## config.mk

```make
export PLATFORM = sky130hd
export DESIGN_NAME = arith_pipe_flat
export DESIGN_NICKNAME = d
export VERILOG_FILES = /design/src/rtl/arith_pkg.sv /design/src/rtl/arith_if.sv /design/src/rtl/arith_core.sv /design/src/rtl/arith_pipe.sv /design/src/flat_wrapper.sv
export SDC_FILE = /design/constraint.sdc
export NUM_CORES = 1
export LEC_CHECK = 0
export CAP_MARGIN = 20
export CORE_MARGIN = 3
export CORE_UTILIZATION = 39
export DETAILED_ROUTE_END_ITERATION = 10
export HOLD_SLACK_MARGIN = 0.15
export PLACE_DENSITY = 0.6
export RECOVER_POWER = 100
export REMOVE_ABC_BUFFERS = 1
export SLEW_MARGIN = 20
export SYNTH_ARGS = -nofsm -noshare
export SYNTH_HDL_FRONTEND = slang
export SYNTH_HIERARCHICAL = 1
export SYNTH_SLANG_ARGS = --single-unit
```

## constraint.sdc

```tcl
create_clock -name clk -period 3.6 [get_ports clk]
set_input_delay 0.54 -clock clk [delete_from_list [all_inputs] [get_ports clk]]
set_output_delay 0.54 -clock clk [all_outputs]
set_load 0.02 [all_outputs]
```

## src/rtl/arith_pkg.sv

```systemverilog
// Shared opcodes, status struct and width-independent constant helpers
// for the pipelined arithmetic unit.
package arith_pkg;

  // Opcode encodings carried on the 3-bit code field.
  localparam logic [2:0] OP_SADD = 3'b000;
  localparam logic [2:0] OP_UADD = 3'b001;
  localparam logic [2:0] OP_SSUB = 3'b010;
  localparam logic [2:0] OP_USUB = 3'b011;
  localparam logic [2:0] OP_INC  = 3'b100;
  localparam logic [2:0] OP_DEC  = 3'b101;
  localparam logic [2:0] OP_ACC  = 3'b110;
  localparam logic [2:0] OP_ILL  = 3'b111;

  // Widest operand the constant helpers can describe.
  localparam int MAX_WIDTH = 64;

  // Per-result status bits registered alongside C.
  typedef struct packed {
    logic vout;
    logic cout;
    logic err;
  } flags_t;

  // Largest two's-complement value of a w-bit word, zero-extended.
  function automatic logic [MAX_WIDTH-1:0] signed_max(input int w);
    return (MAX_WIDTH'(1) << (w - 1)) - MAX_WIDTH'(1);
  endfunction

  // Most negative two's-complement value of a w-bit word, zero-extended.
  function automatic logic [MAX_WIDTH-1:0] signed_min(input int w);
    return MAX_WIDTH'(1) << (w - 1);
  endfunction

endpackage

```

## src/rtl/arith_if.sv

```systemverilog
// Operand and result channels of the arithmetic pipeline.
//
// Handshake: a beat moves on a rising edge exactly when its valid and
// ready are both high on that edge. The producer holds valid and payload
// stable until that edge; ready may depend combinationally on the
// consumer's state but never on the same channel's valid.
//   in_valid/in_ready   : operand channel, upstream -> block
//   out_valid/out_ready : result channel, block -> downstream
interface arith_if #(parameter int WIDTH = 16);
  logic             in_valid;
  logic             in_ready;
  logic [WIDTH-1:0] A;
  logic [WIDTH-1:0] B;
  logic [2:0]       code;
  logic             cin;
  logic             coe;
  logic             sat;
  logic             clr;
  logic             out_valid;
  logic             out_ready;
  logic [WIDTH-1:0] C;
  logic             vout;
  logic             cout;
  logic             err;
  logic             ovf_sticky;
  logic             carry_sticky;

  modport master (
    output in_valid, A, B, code, cin, coe, sat, clr, out_ready,
    input  in_ready, out_valid, C, vout, cout, err, ovf_sticky, carry_sticky
  );

  modport slave (
    input  in_valid, A, B, code, cin, coe, sat, clr, out_ready,
    output in_ready, out_valid, C, vout, cout, err, ovf_sticky, carry_sticky
  );
endinterface

```

## src/rtl/arith_core.sv

```systemverilog
// Combinational datapath: WIDTH+1-bit add with operand steering per
// opcode, overflow/carry detection and optional saturation. Carry/overflow
// enable masking is left to the caller.
module arith_core
  import arith_pkg::*;
#(
  parameter int WIDTH = 16
) (
  input  logic [WIDTH-1:0] A,
  input  logic [WIDTH-1:0] B,
  input  logic [WIDTH-1:0] acc,
  input  logic [2:0]       code,
  input  logic             cin,
  input  logic             sat,
  output logic [WIDTH-1:0] C,
  output logic             vout,
  output logic             cout,
  output logic             err
);

  localparam logic [WIDTH-1:0] SMAX = WIDTH'(signed_max(WIDTH));
  localparam logic [WIDTH-1:0] SMIN = WIDTH'(signed_min(WIDTH));

  logic [WIDTH-1:0] op1;
  logic [WIDTH-1:0] op2;
  logic             carry_in;
  logic             is_signed;
  logic             illegal;
  logic [WIDTH:0]   total;
  logic [WIDTH-1:0] raw;
  logic             ovf;

  // Steer operands and carry-in so every opcode is a single op1+op2+carry.
  always_comb begin
    op1       = A;
    op2       = B;
    carry_in  = cin;
    is_signed = 1'b0;
    illegal   = 1'b0;
    case (code)
      OP_SADD: is_signed = 1'b1;
      OP_UADD: is_signed = 1'b0;
      OP_SSUB: begin
        op2       = ~B;
        is_signed = 1'b1;
      end
      OP_USUB: op2 = ~B;
      OP_INC: begin
        op2       = '0;
        carry_in  = 1'b1;
        is_signed = 1'b1;
      end
      OP_DEC: begin
        op2       = '1;
        carry_in  = 1'b0;
        is_signed = 1'b1;
      end
      OP_ACC: begin
        op1       = acc;
        op2       = A;
        is_signed = 1'b1;
      end
      default: illegal = 1'b1;
    endcase
  end

  assign total = {1'b0, op1} + {1'b0, op2} + {{WIDTH{1'b0}}, carry_in};
  assign raw   = total[WIDTH-1:0];

  // Signed overflow; with op2 = ~B the add rule is the subtract rule.
  always_comb begin
    case (code)
      OP_INC:  ovf = (A == SMAX);
      OP_DEC:  ovf = (A == SMIN);
      default: ovf = (op1[WIDTH-1] == op2[WIDTH-1]) && (raw[WIDTH-1] != op1[WIDTH-1]);
    endcase
  end

  // Final result: illegal forces zero, saturation clamps, flags stay raw.
  always_comb begin
    C    = raw;
    vout = ovf;
    cout = total[WIDTH];
    err  = illegal;
    if (illegal) begin
      C    = '0;
      vout = 1'b0;
      cout = 1'b0;
    end else if (sat) begin
      if (is_signed && ovf) begin
        C = op1[WIDTH-1] ? SMIN : SMAX;
      end else if (code == OP_UADD && total[WIDTH]) begin
        C = '1;
      end else if (code == OP_USUB && !total[WIDTH]) begin
        C = '0;
      end
    end
  end

endmodule

```

## src/rtl/arith_pipe.sv

```systemverilog
// Two-stage arithmetic pipeline: S1 registers the accepted beat, S2
// registers the computed result. Owns the handshake, the accumulator and
// the sticky overflow/carry flags.
module arith_pipe
  import arith_pkg::*;
#(
  parameter int WIDTH = 16
) (
  input  logic  clk,
  input  logic  rst_n,
  arith_if.slave bus
);

  logic             en;
  logic             load;

  logic             s1_valid;
  logic [WIDTH-1:0] s1_a;
  logic [WIDTH-1:0] s1_b;
  logic [2:0]       s1_code;
  logic             s1_cin;
  logic             s1_coe;
  logic             s1_sat;

  logic [WIDTH-1:0] core_c;
  logic             core_v;
  logic             core_co;
  logic             core_err;
  flags_t           next_flags;

  logic             out_valid_q;
  logic [WIDTH-1:0] c_q;
  flags_t           flags_q;
  logic [WIDTH-1:0] acc_q;
  logic             ovf_st_q;
  logic             carry_st_q;

  // Whole pipe advances together unless a held result is not taken.
  assign en            = !out_valid_q || bus.out_ready;
  assign load          = en && s1_valid;
  assign bus.in_ready  = en;

  arith_core #(.WIDTH(WIDTH)) u_core (
    .A    (s1_a),
    .B    (s1_b),
    .acc  (acc_q),
    .code (s1_code),
    .cin  (s1_cin),
    .sat  (s1_sat),
    .C    (core_c),
    .vout (core_v),
    .cout (core_co),
    .err  (core_err)
  );

  // coe=0 hides the flags so the stickies cannot see them either.
  always_comb begin
    next_flags.vout = core_v && s1_coe;
    next_flags.cout = core_co && s1_coe;
    next_flags.err  = core_err;
  end

  // S1: capture the operand beat on the accepting edge.
  always_ff @(posedge clk or negedge rst_n) begin
    if (!rst_n) begin
      s1_valid <= 1'b0;
      s1_a     <= '0;
      s1_b     <= '0;
      s1_code  <= '0;
      s1_cin   <= 1'b0;
      s1_coe   <= 1'b0;
      s1_sat   <= 1'b0;
    end else if (en) begin
      s1_valid <= bus.in_valid;
      if (bus.in_valid) begin
        s1_a    <= bus.A;
        s1_b    <= bus.B;
        s1_code <= bus.code;
        s1_cin  <= bus.cin;
        s1_coe  <= bus.coe;
        s1_sat  <= bus.sat;
      end
    end
  end

  // S2: register the computed result and its status.
  always_ff @(posedge clk or negedge rst_n) begin
    if (!rst_n) begin
      out_valid_q <= 1'b0;
      c_q         <= '0;
      flags_q     <= '0;
    end else if (en) begin
      out_valid_q <= s1_valid;
      if (s1_valid) begin
        c_q     <= core_c;
        flags_q <= next_flags;
      end
    end
  end

  // Accumulator follows every legal result; clr only applies otherwise.
  always_ff @(posedge clk or negedge rst_n) begin
    if (!rst_n) begin
      acc_q <= '0;
    end else if (load && !core_err) begin
      acc_q <= core_c;
    end else if (bus.clr) begin
      acc_q <= '0;
    end
  end

  // Sticky flags: a flag set by the loading result survives a same-cycle clr.
  always_ff @(posedge clk or negedge rst_n) begin
    if (!rst_n) begin
      ovf_st_q   <= 1'b0;
      carry_st_q <= 1'b0;
    end else begin
      ovf_st_q   <= (bus.clr ? 1'b0 : ovf_st_q)   | (load && next_flags.vout);
      carry_st_q <= (bus.clr ? 1'b0 : carry_st_q) | (load && next_flags.cout);
    end
  end

  assign bus.out_valid    = out_valid_q;
  assign bus.C            = c_q;
  assign bus.vout         = flags_q.vout;
  assign bus.cout         = flags_q.cout;
  assign bus.err          = flags_q.err;
  assign bus.ovf_sticky   = ovf_st_q;
  assign bus.carry_sticky = carry_st_q;

endmodule

```

## src/flat_wrapper.sv

```systemverilog
// flat-port wrapper written by rule: the top's interface ports become plain ports
module arith_pipe_flat import arith_pkg::*;
#(
  parameter int WIDTH = 16
)
  (clk, rst_n, bus_in_valid, bus_A, bus_B, bus_code, bus_cin, bus_coe, bus_sat, bus_clr, bus_out_ready, bus_in_ready, bus_out_valid, bus_C, bus_vout, bus_cout, bus_err, bus_ovf_sticky, bus_carry_sticky);
  arith_if #(.WIDTH(WIDTH)) bus_i ();
  input  logic clk;
  input  logic rst_n;
  input wire logic [$bits(bus_i.in_valid)-1:0] bus_in_valid;
  input wire logic [$bits(bus_i.A)-1:0] bus_A;
  input wire logic [$bits(bus_i.B)-1:0] bus_B;
  input wire logic [$bits(bus_i.code)-1:0] bus_code;
  input wire logic [$bits(bus_i.cin)-1:0] bus_cin;
  input wire logic [$bits(bus_i.coe)-1:0] bus_coe;
  input wire logic [$bits(bus_i.sat)-1:0] bus_sat;
  input wire logic [$bits(bus_i.clr)-1:0] bus_clr;
  input wire logic [$bits(bus_i.out_ready)-1:0] bus_out_ready;
  output wire logic [$bits(bus_i.in_ready)-1:0] bus_in_ready;
  output wire logic [$bits(bus_i.out_valid)-1:0] bus_out_valid;
  output wire logic [$bits(bus_i.C)-1:0] bus_C;
  output wire logic [$bits(bus_i.vout)-1:0] bus_vout;
  output wire logic [$bits(bus_i.cout)-1:0] bus_cout;
  output wire logic [$bits(bus_i.err)-1:0] bus_err;
  output wire logic [$bits(bus_i.ovf_sticky)-1:0] bus_ovf_sticky;
  output wire logic [$bits(bus_i.carry_sticky)-1:0] bus_carry_sticky;
  assign bus_i.in_valid = bus_in_valid;
  assign bus_i.A = bus_A;
  assign bus_i.B = bus_B;
  assign bus_i.code = bus_code;
  assign bus_i.cin = bus_cin;
  assign bus_i.coe = bus_coe;
  assign bus_i.sat = bus_sat;
  assign bus_i.clr = bus_clr;
  assign bus_i.out_ready = bus_out_ready;
  assign bus_in_ready = bus_i.in_ready;
  assign bus_out_valid = bus_i.out_valid;
  assign bus_C = bus_i.C;
  assign bus_vout = bus_i.vout;
  assign bus_cout = bus_i.cout;
  assign bus_err = bus_i.err;
  assign bus_ovf_sticky = bus_i.ovf_sticky;
  assign bus_carry_sticky = bus_i.carry_sticky;
  arith_pipe #(.WIDTH(WIDTH)) u_core (.clk(clk), .rst_n(rst_n), .bus(bus_i));
endmodule
```

; ---- Yosys cells after proc, flatten, opt, wreduce, memory -nomap -nowiden
; Cells that the tools add are included.
; Widths: inputs -> output; s select.
[op_classes]
add_sub_neg = 2
n_eq_ne = 10
muxes = 18
bitwise_logic = 3
reduce_logical = 20
[op_table]
columns = operator, n
row1 = $mux 16, 9
row2 = $pmux 16 s4, 1
row3 = $add 16x16->17, 1
row4 = $add 17x1->17, 1
row5 = $eq 16x15->1 const B, 1
row6 = $eq 16x16->1 const B, 1
row7 = $not 16->16, 1
row8 = $logic_and 1x1->1, 10
row9 = $eq 3x3->1 const B, 3
row10 = $reduce_or 7->1, 1
row11 = $eq 3x2->1 const B, 2
row12 = $mux 1, 6
row13 = $reduce_or 5->1, 1
row14 = $pmux 1 s2, 2
row15 = $reduce_and 2->1, 2
row16 = $eq 3x1->1 const B, 1
row17 = $logic_not 3->1, 1
row18 = $logic_not 1->1, 2
row19 = $or 1x1->1, 2
row20 = $reduce_bool 2->1, 1
row21 = $reduce_or 2->1, 1
row22 = $eq 1x1->1, 1
row23 = $logic_or 1x1->1, 1
row24 = $ne 1x1->1, 1
[word_totals]
reg_bits = 77
in_bits = 43
output_inout_bits = 23
word_cells = 68

; ---- Logic depth before layout (Yosys ltp)
[logic_depth]
word_depth = 13
ltp_mapped = 18
depth_no_buf = 14

; ---- Cells and area by module
; Netlist, hierarchy kept.
[by_module_without_submodules]
columns = mod, n_inst, cells_each, area_each_um2, seq_area_each_um2
row1 = arith_pipe, 1, 185, 3078.0, 1926.8
row2 = arith_core, 1, 272, 2115.8, 0.0

; ---- Least setup slack after synthesis
; Ideal clock, no wire load.
[synth_path]
path_kind = register to register
start = register u_core.s1_code[1]
end = register u_core.acc_q[10]
setup_time_ps = 125
arrival_ps = 3523
t_required_ps = 3475
path_slack_ps = -48
stages_incl_launch_ff = 17
path_buffers = 3
period_less_slack_ps = 3648
path_cell_list = dfrtp_1 buf_4 clkbuf_1 xnor2_1 o21ai_0 fa_1 inv_1 fa_1 nand2b_1 a21oi_1 o211a_1 nor4_2 a41oi_1 nand2_2 buf_8 o21ai_2 mux2_4
[synth_via]
elab_chain_cells = 13
elab_cells_between_ends = 33
classes_between = add/sub: 2 / eq/ne: 8 / mux: 12 / reduce/logical: 11
[synth_rtl]
columns = element, line
row1 = from (decl), arith_pipe.sv:20  ; logic [2:0] s1_code;
row2 = from (signal assigned), arith_pipe.sv:78  ; s1_code <= bus.code;
row3 = $eq 3x2->1 (on tied branches), "arith_core.sv:40, arith_core.sv:94"
row4 = $reduce_or 2->1 (no source line), --
row5 = $pmux 16 s4, arith_core.sv:40  ; case (code)
row6 = $add 16x16->17, arith_core.sv:67  ; assign total = {1'b0, op1} + {1'b0, op2} + {{WIDTH{1'b0}}, carry_in};
row7 = $add 17x1->17, arith_core.sv:67
row8 = $ne 1x1->1 / $logic_not 1->1 (equally long branches), "arith_core.sv:75, arith_core.sv:94"
row9 = $logic_and 1x1->1 (on tied branches), "arith_core.sv:75, arith_core.sv:94"
row10 = $pmux 1 s2 / $mux 16 (equally long branches), "arith_core.sv:72, arith_core.sv:94"
row11 = $logic_and 1x1->1 / $mux 16 (equally long branches), "arith_core.sv:90, arith_core.sv:92"
row12 = $mux 16, arith_core.sv:90  ; if (is_signed && ovf) begin
row13 = $mux 16, arith_core.sv:89  ; end else if (sat) begin
row14 = $mux 16 *, arith_core.sv:85  ; if (illegal) begin
row15 = net u_core.core_c[10], arith_pipe.sv:25  ; logic [WIDTH-1:0] core_c;
row16 = $mux 16 *, arith_pipe.sv:105  ; end else if (load && !core_err) begin
row17 = to (signal assigned), arith_pipe.sv:106  ; acc_q <= core_c;
row18 = to (decl), arith_pipe.sv:34  ; logic [WIDTH-1:0] acc_q;
; The timed path passes the listed nets; every way through them passes the cells marked *.
; A chain may end at the register's enable or synchronous reset.

; ---- Worst setup path in the final report
[layout_path]
start = register u_core.s1_code[1]
end = register u_core.acc_q[5]
; Same word-level chain as after synthesis.

==> impl_table.tex <==
\begin{tabular}{lr}
\hline
Metric & Value \\
\hline
\multicolumn{2}{l}{\textbf{Finish}} \\
\quad Post-Layout Inst Area & about 6400 sq um \\
\quad Fin nets & 589 \\
\quad Share of the core filled with cells in the final layout & around 50\% \\
\quad Fill cells & 1215 \\
\quad Area growth from synthesis to layout & 23.6\% \\
\quad Register cell area after layout & approximately 1900 sq um \\
\quad Final instance count without filler cells & 705 \\
\quad Layout cell share with drive strength beyond 1 & 29.3\% \\
\quad Multi-input combinational cell area & just over 3000 sq um \\
\quad Ant diodes & 0 \\
\multicolumn{2}{l}{\textbf{Setup path}} \\
\quad FF-to-FF setup slack & 0.14 ns \\
\quad Count of buffering cells on the critical path with inverters included & 2 \\
\quad Path type of the worst setup path & reg2reg \\
\quad Cell mode on critical path & sky130\_fd\_sc\_hd\_\_and3\_4 \\
\quad Critical path, cell by cell & buf\_4 > a21o\_1 > o211ai\_1 > o21ai\_0 > ha\_1 > and3\_4 > and3\_4 > and3\_1 > o41ai\_4 > a21boi\_2 > o21bai\_4 > buf\_12 > o21ai\_2 > mux2\_4 \\
\quad Worst endpoint data arrival time & 3.68 ns \\
\quad End of the worst register-to-register path & u\_core/acc\_q[5]\$\_DFFE\_PN0P\_ \\
\quad Highest fanout seen on the critical path & 19 \\
\quad Critical path's largest stage delay & 0.46 ns \\
\quad Startpoint of the worst register-to-register path & u\_core/s1\_code[1]\$\_DFFE\_PN0P\_ \\
\quad Max stage delay cell, worst path & sky130\_fd\_sc\_hd\_\_dfrtp\_2 \\
\quad Element type at the critical path end & flip-flop \\
\quad Number of cell instances on the worst register-to-register path & 14 \\
\quad Cell family with most CP delay & compound AO/OA/AOI/OAI gates \\
\quad CP startpoint kind & flip-flop \\
\quad Crit path required time & 3.83 ns \\
\multicolumn{2}{l}{\textbf{Worst hold path}} \\
\quad Path category of the worst min-delay check & reg2reg \\
\quad Cell count of the worst hold path & 1 \\
\quad Origin of the worst min-delay path & u\_core/bus.C[3]\$\_DFFE\_PN0P\_ \\
\quad Worst Hold Path EP & u\_core/bus.C[3]\$\_DFFE\_PN0P\_ \\
\multicolumn{2}{l}{\textbf{Status}} \\
\quad Run status & finished with violations \\
\quad Violated checks & capacitance limit, slew limit \\
\multicolumn{2}{l}{\textbf{Timing}} \\
\quad Highest achievable clock rate & 0.289 GHz \\
\quad Transition time at the pin with the least slew margin & 1.88 ns \\
\quad Crit share post-route & 96.1\% \\
\quad Final Critical Period & approximately 3.5 ns \\
\quad Post-route setup slack & 0.142 ns \\
\quad Pins Over Slew Limit & between 100 and 150 \\
\quad Setup TNS after final layout & 0 ns \\
\quad Final hold violations & 0 \\
\quad Slew headroom & -25.3\% \\
\quad Worst setup skew after layout & between 0.004 and 0.005 ns \\
\quad Setup repair after global routing missed its margin & true \\
\quad Number of setup violations in the final report & 0 \\
\multicolumn{2}{l}{\textbf{Detailed routing}} \\
\quad Antenna-violating nets left & 0 \\
\quad Number of optimization iterations in the first detailed-route pass & 4 \\
\quad Count of routing violations after the opening detailed-route iteration & about 220 \\
\quad Vias after detailed routing & between 3000 and 4000 \\
\quad Detailed-route wire length per cell & between 15 and 20 um \\
\quad Vias per std cell & 5.30 \\
\quad Detailed-route wire length & roughly 12000 um \\
\quad Detailed-route DRC error count & 0 \\
\multicolumn{2}{l}{\textbf{Clocking}} \\
\quad Num Clock Sinks & 77 \\
\quad CTS tree & done \\
\quad Clock Tree Root & sky130\_fd\_sc\_hd\_\_clkbuf\_16 \\
\quad Clock network latency to the later pin of the worst-skew pair & 0.34 ns \\
\quad CTS buffer count & 9 \\
\quad H-tree level count & 3 \\
\quad Maximum buffer depth of the clock tree & 2 \\
\quad Hold-fix buffer count after cts & 0 \\
\quad Clock transition at path regs & approximately 0.050 ns \\
\multicolumn{2}{l}{\textbf{Yosys}} \\
\quad Number of enable-type register cells in the synthesized netlist & 0 \\
\quad Synth top area share & 37.1\% \\
\quad Top cells by area, synth & sky130\_fd\_sc\_hd\_\_dfrtp\_1, sky130\_fd\_sc\_hd\_\_mux2\_2, sky130\_fd\_sc\_hd\_\_mux2\_4, sky130\_fd\_sc\_hd\_\_ha\_1, sky130\_fd\_sc\_hd\_\_xnor2\_1 \\
\quad Distinct cells, synth & 67 \\
\quad Most frequently used cell type in the post-synthesis netlist & sky130\_fd\_sc\_hd\_\_dfrtp\_1 \\
\quad Mapped Area & roughly 5200 sq um \\
\quad Most used flip-flop cell after synthesis & sky130\_fd\_sc\_hd\_\_dfrtp\_1 \\
\quad Syn. warnings & 6 \\
\quad Mean area per synthesized cell & 11.4 sq um \\
\quad Post-synthesis sequential area ratio & between 30\% and 40\% \\
\quad Flops \& latches, synth & 77 \\
\quad Cell type contributing the most total cell area after synthesis & sky130\_fd\_sc\_hd\_\_dfrtp\_1 \\
\quad Top cell types by occurrence after synthesis & sky130\_fd\_sc\_hd\_\_dfrtp\_1, sky130\_fd\_sc\_hd\_\_mux2\_2, sky130\_fd\_sc\_hd\_\_xnor2\_1 \\
\quad Fraction of registers with async set or reset after synthesis & 100\% \\
\quad Post-synthesis instance total & 457 \\
\multicolumn{2}{l}{\textbf{Placement}} \\
\quad Area after DPL & 6070 sq um \\
\quad Post-placement setup slack & -0.0324 ns \\
\quad Number of port buffers & 65 \\
\quad Placed Cells incl. Taps & about 690 \\
\quad RD Place Congestion & roughly 0.89 \\
\quad Detail Placement HPWL & between 9000 and 10000 um \\
\multicolumn{2}{l}{\textbf{Floorplan}} \\
\quad Die extent in y & 121 um \\
\quad Num ports & 66 \\
\quad DIE AREA & 14700 sq um \\
\quad Cell row count & 41 \\
\quad Starting density of the core & 40.5\% \\
\quad Placeable core region & 12800 sq um \\
\quad Die width & 121 um \\
\multicolumn{2}{l}{\textbf{Global route}} \\
\quad Total routing resource utilization after global routing & roughly 18\% \\
\quad Vias in the first global route & 3752 \\
\quad Overflow after GRT & 0 \\
\quad Wire length of the first global-routing pass & between 20000 and 25000 um \\
\quad Maximum number of pins on one net before global-route repair & slightly below 80 \\
\quad Initial antenna violation count & 0 \\
\multicolumn{2}{l}{\textbf{Power and ir drop}} \\
\quad Static leakage power & roughly 2.8 nW \\
\quad Power density of the placed cells & 771 nW/um\^{}2 \\
\quad IR drop worst, VDD & approximately 320 uV \\
\multicolumn{2}{l}{\textbf{Job}} \\
\quad Maxcap violations & 2 \\
\hline
\end{tabular}
## how the worst max path moves through the flow
stage | start | end | slack, ns | cells after the start
6_report | u_core/s1_code[1]$_DFFE_PN0P_ | u_core/acc_q[5]$_DFFE_PN0P_ | 0.14 | 14
5_1_grt | u_core/s1_code[1]$_DFFE_PN0P_ | u_core/acc_q[7]$_DFFE_PN0P_ | -0.02 | 13
4_1_cts | u_core/s1_code[1]$_DFFE_PN0P_ | u_core/bus.C[15]$_DFFE_PN0P_ | 0.03 | 13
3_5_place_dp | u_core/s1_code[1]$_DFFE_PN0P_ | u_core/acc_q[6]$_DFFE_PN0P_ | -0.03 | 15
3_3_place_gp | u_core/s1_code[0]$_DFFE_PN0P_ | u_core/acc_q[13]$_DFFE_PN0P_ | -0.009 | 13
2_1_floorplan | u_core/s1_code[1]$_DFFE_PN0P_ | u_core/acc_q[10]$_DFFE_PN0P_ | -0.71 | 14
## per-layer routing
metal | GRT usage (%) | vias up | wire [um]
met5 | 0 | - | 0
met4 | 6.86 | 0 | 274
met3 | 4.29 | 17 | 447
met2 | 25.5 | 70 | 5620
met1 | 25.8 | 1825 | 6070
li1 | - | 1821 | -
## logic make-up (layout without fill, tap and decap cells)
logic type | count (synthesis) | after routing | share of synthesized area [%]
simple gates | 90 | 90 | 11.2
flops | 77 | 77 | 37.1
compound gates | 121 | 121 | 17.9
fa+ha+maj | 17 | 17 | 4.38
xor+xnor | 29 | 29 | 4.89
mux | 87 | 87 | 20.3
buf+inv | 36 | 112 | 4.17
## metrics by stage
step / hold slack, ns / power, mW
finish: 0.496 / 4.95
CTS: 0.397 / 5.00
floorplan: 0.244 / 3.16
global route: 0.514 / 5.31
global placement: 0.490 / 4.04
detailed placement: 0.494 / 4.07
## timing repair
item | CTS | global route
setup buffers | 1 | 1
setup endpoints to repair | 20 | 32
pin swaps | 1 | 3
gates resized for setup | 0 | 14
## registers in the layout, summed over array words and instances (netlist names), 3 cells and up
register	count
u_core/acc_q	16
u_core/bus.C	16
u_core/s1_a	16
u_core/s1_b	16
u_core/s1_code	3
## power by group
| part | switching (mW) | internal (mW) | leakage, nW |
|---|---|---|---|
| combinational | 1.40 | 1.32 | 1.72 |
| sequential | 0.219 | 1.12 | 0.937 |
| clock | 0.332 | 0.557 | 0.148 |
## placed cells by master (no fill, tap or decap), drive strengths merged, types with 2 or more instances in the layout
cell,instances
nor4,3
nor2,12
xnor2,21
inv,11
a211o,2
nor4b,2
or3,2
a21oi,19
nand3b,3
and2b,7
a2111oi,3
and3,5
a22o,4
fa,2
o21ai,35
mux2,87
xor2,8
a21boi,4
clkbuf,16
clkdlybuf4s50,40
nor2b,17
a21o,21
nand2,16
nand4,2
buf,21
ha,15
dlygate4sd3,24
o211ai,20
nand2b,7
nand3,7
nor3,2
o211a,2
dfrtp,77
nor3b,2
## cell type report
| cell class | instances | share of cell area (%) |
|---|---|---|
| multi-input cells | 344 | 47.8 |
| flip-flops and latches | 77 | 30.1 |
| clock buffers | 15 | 4.64 |
| well taps | 172 | 3.35 |
| inverters | 11 | 0.643 |
| repair buffers | 86 | 13.5 |
No activity file was read; power rests on OpenSTA's default activity.
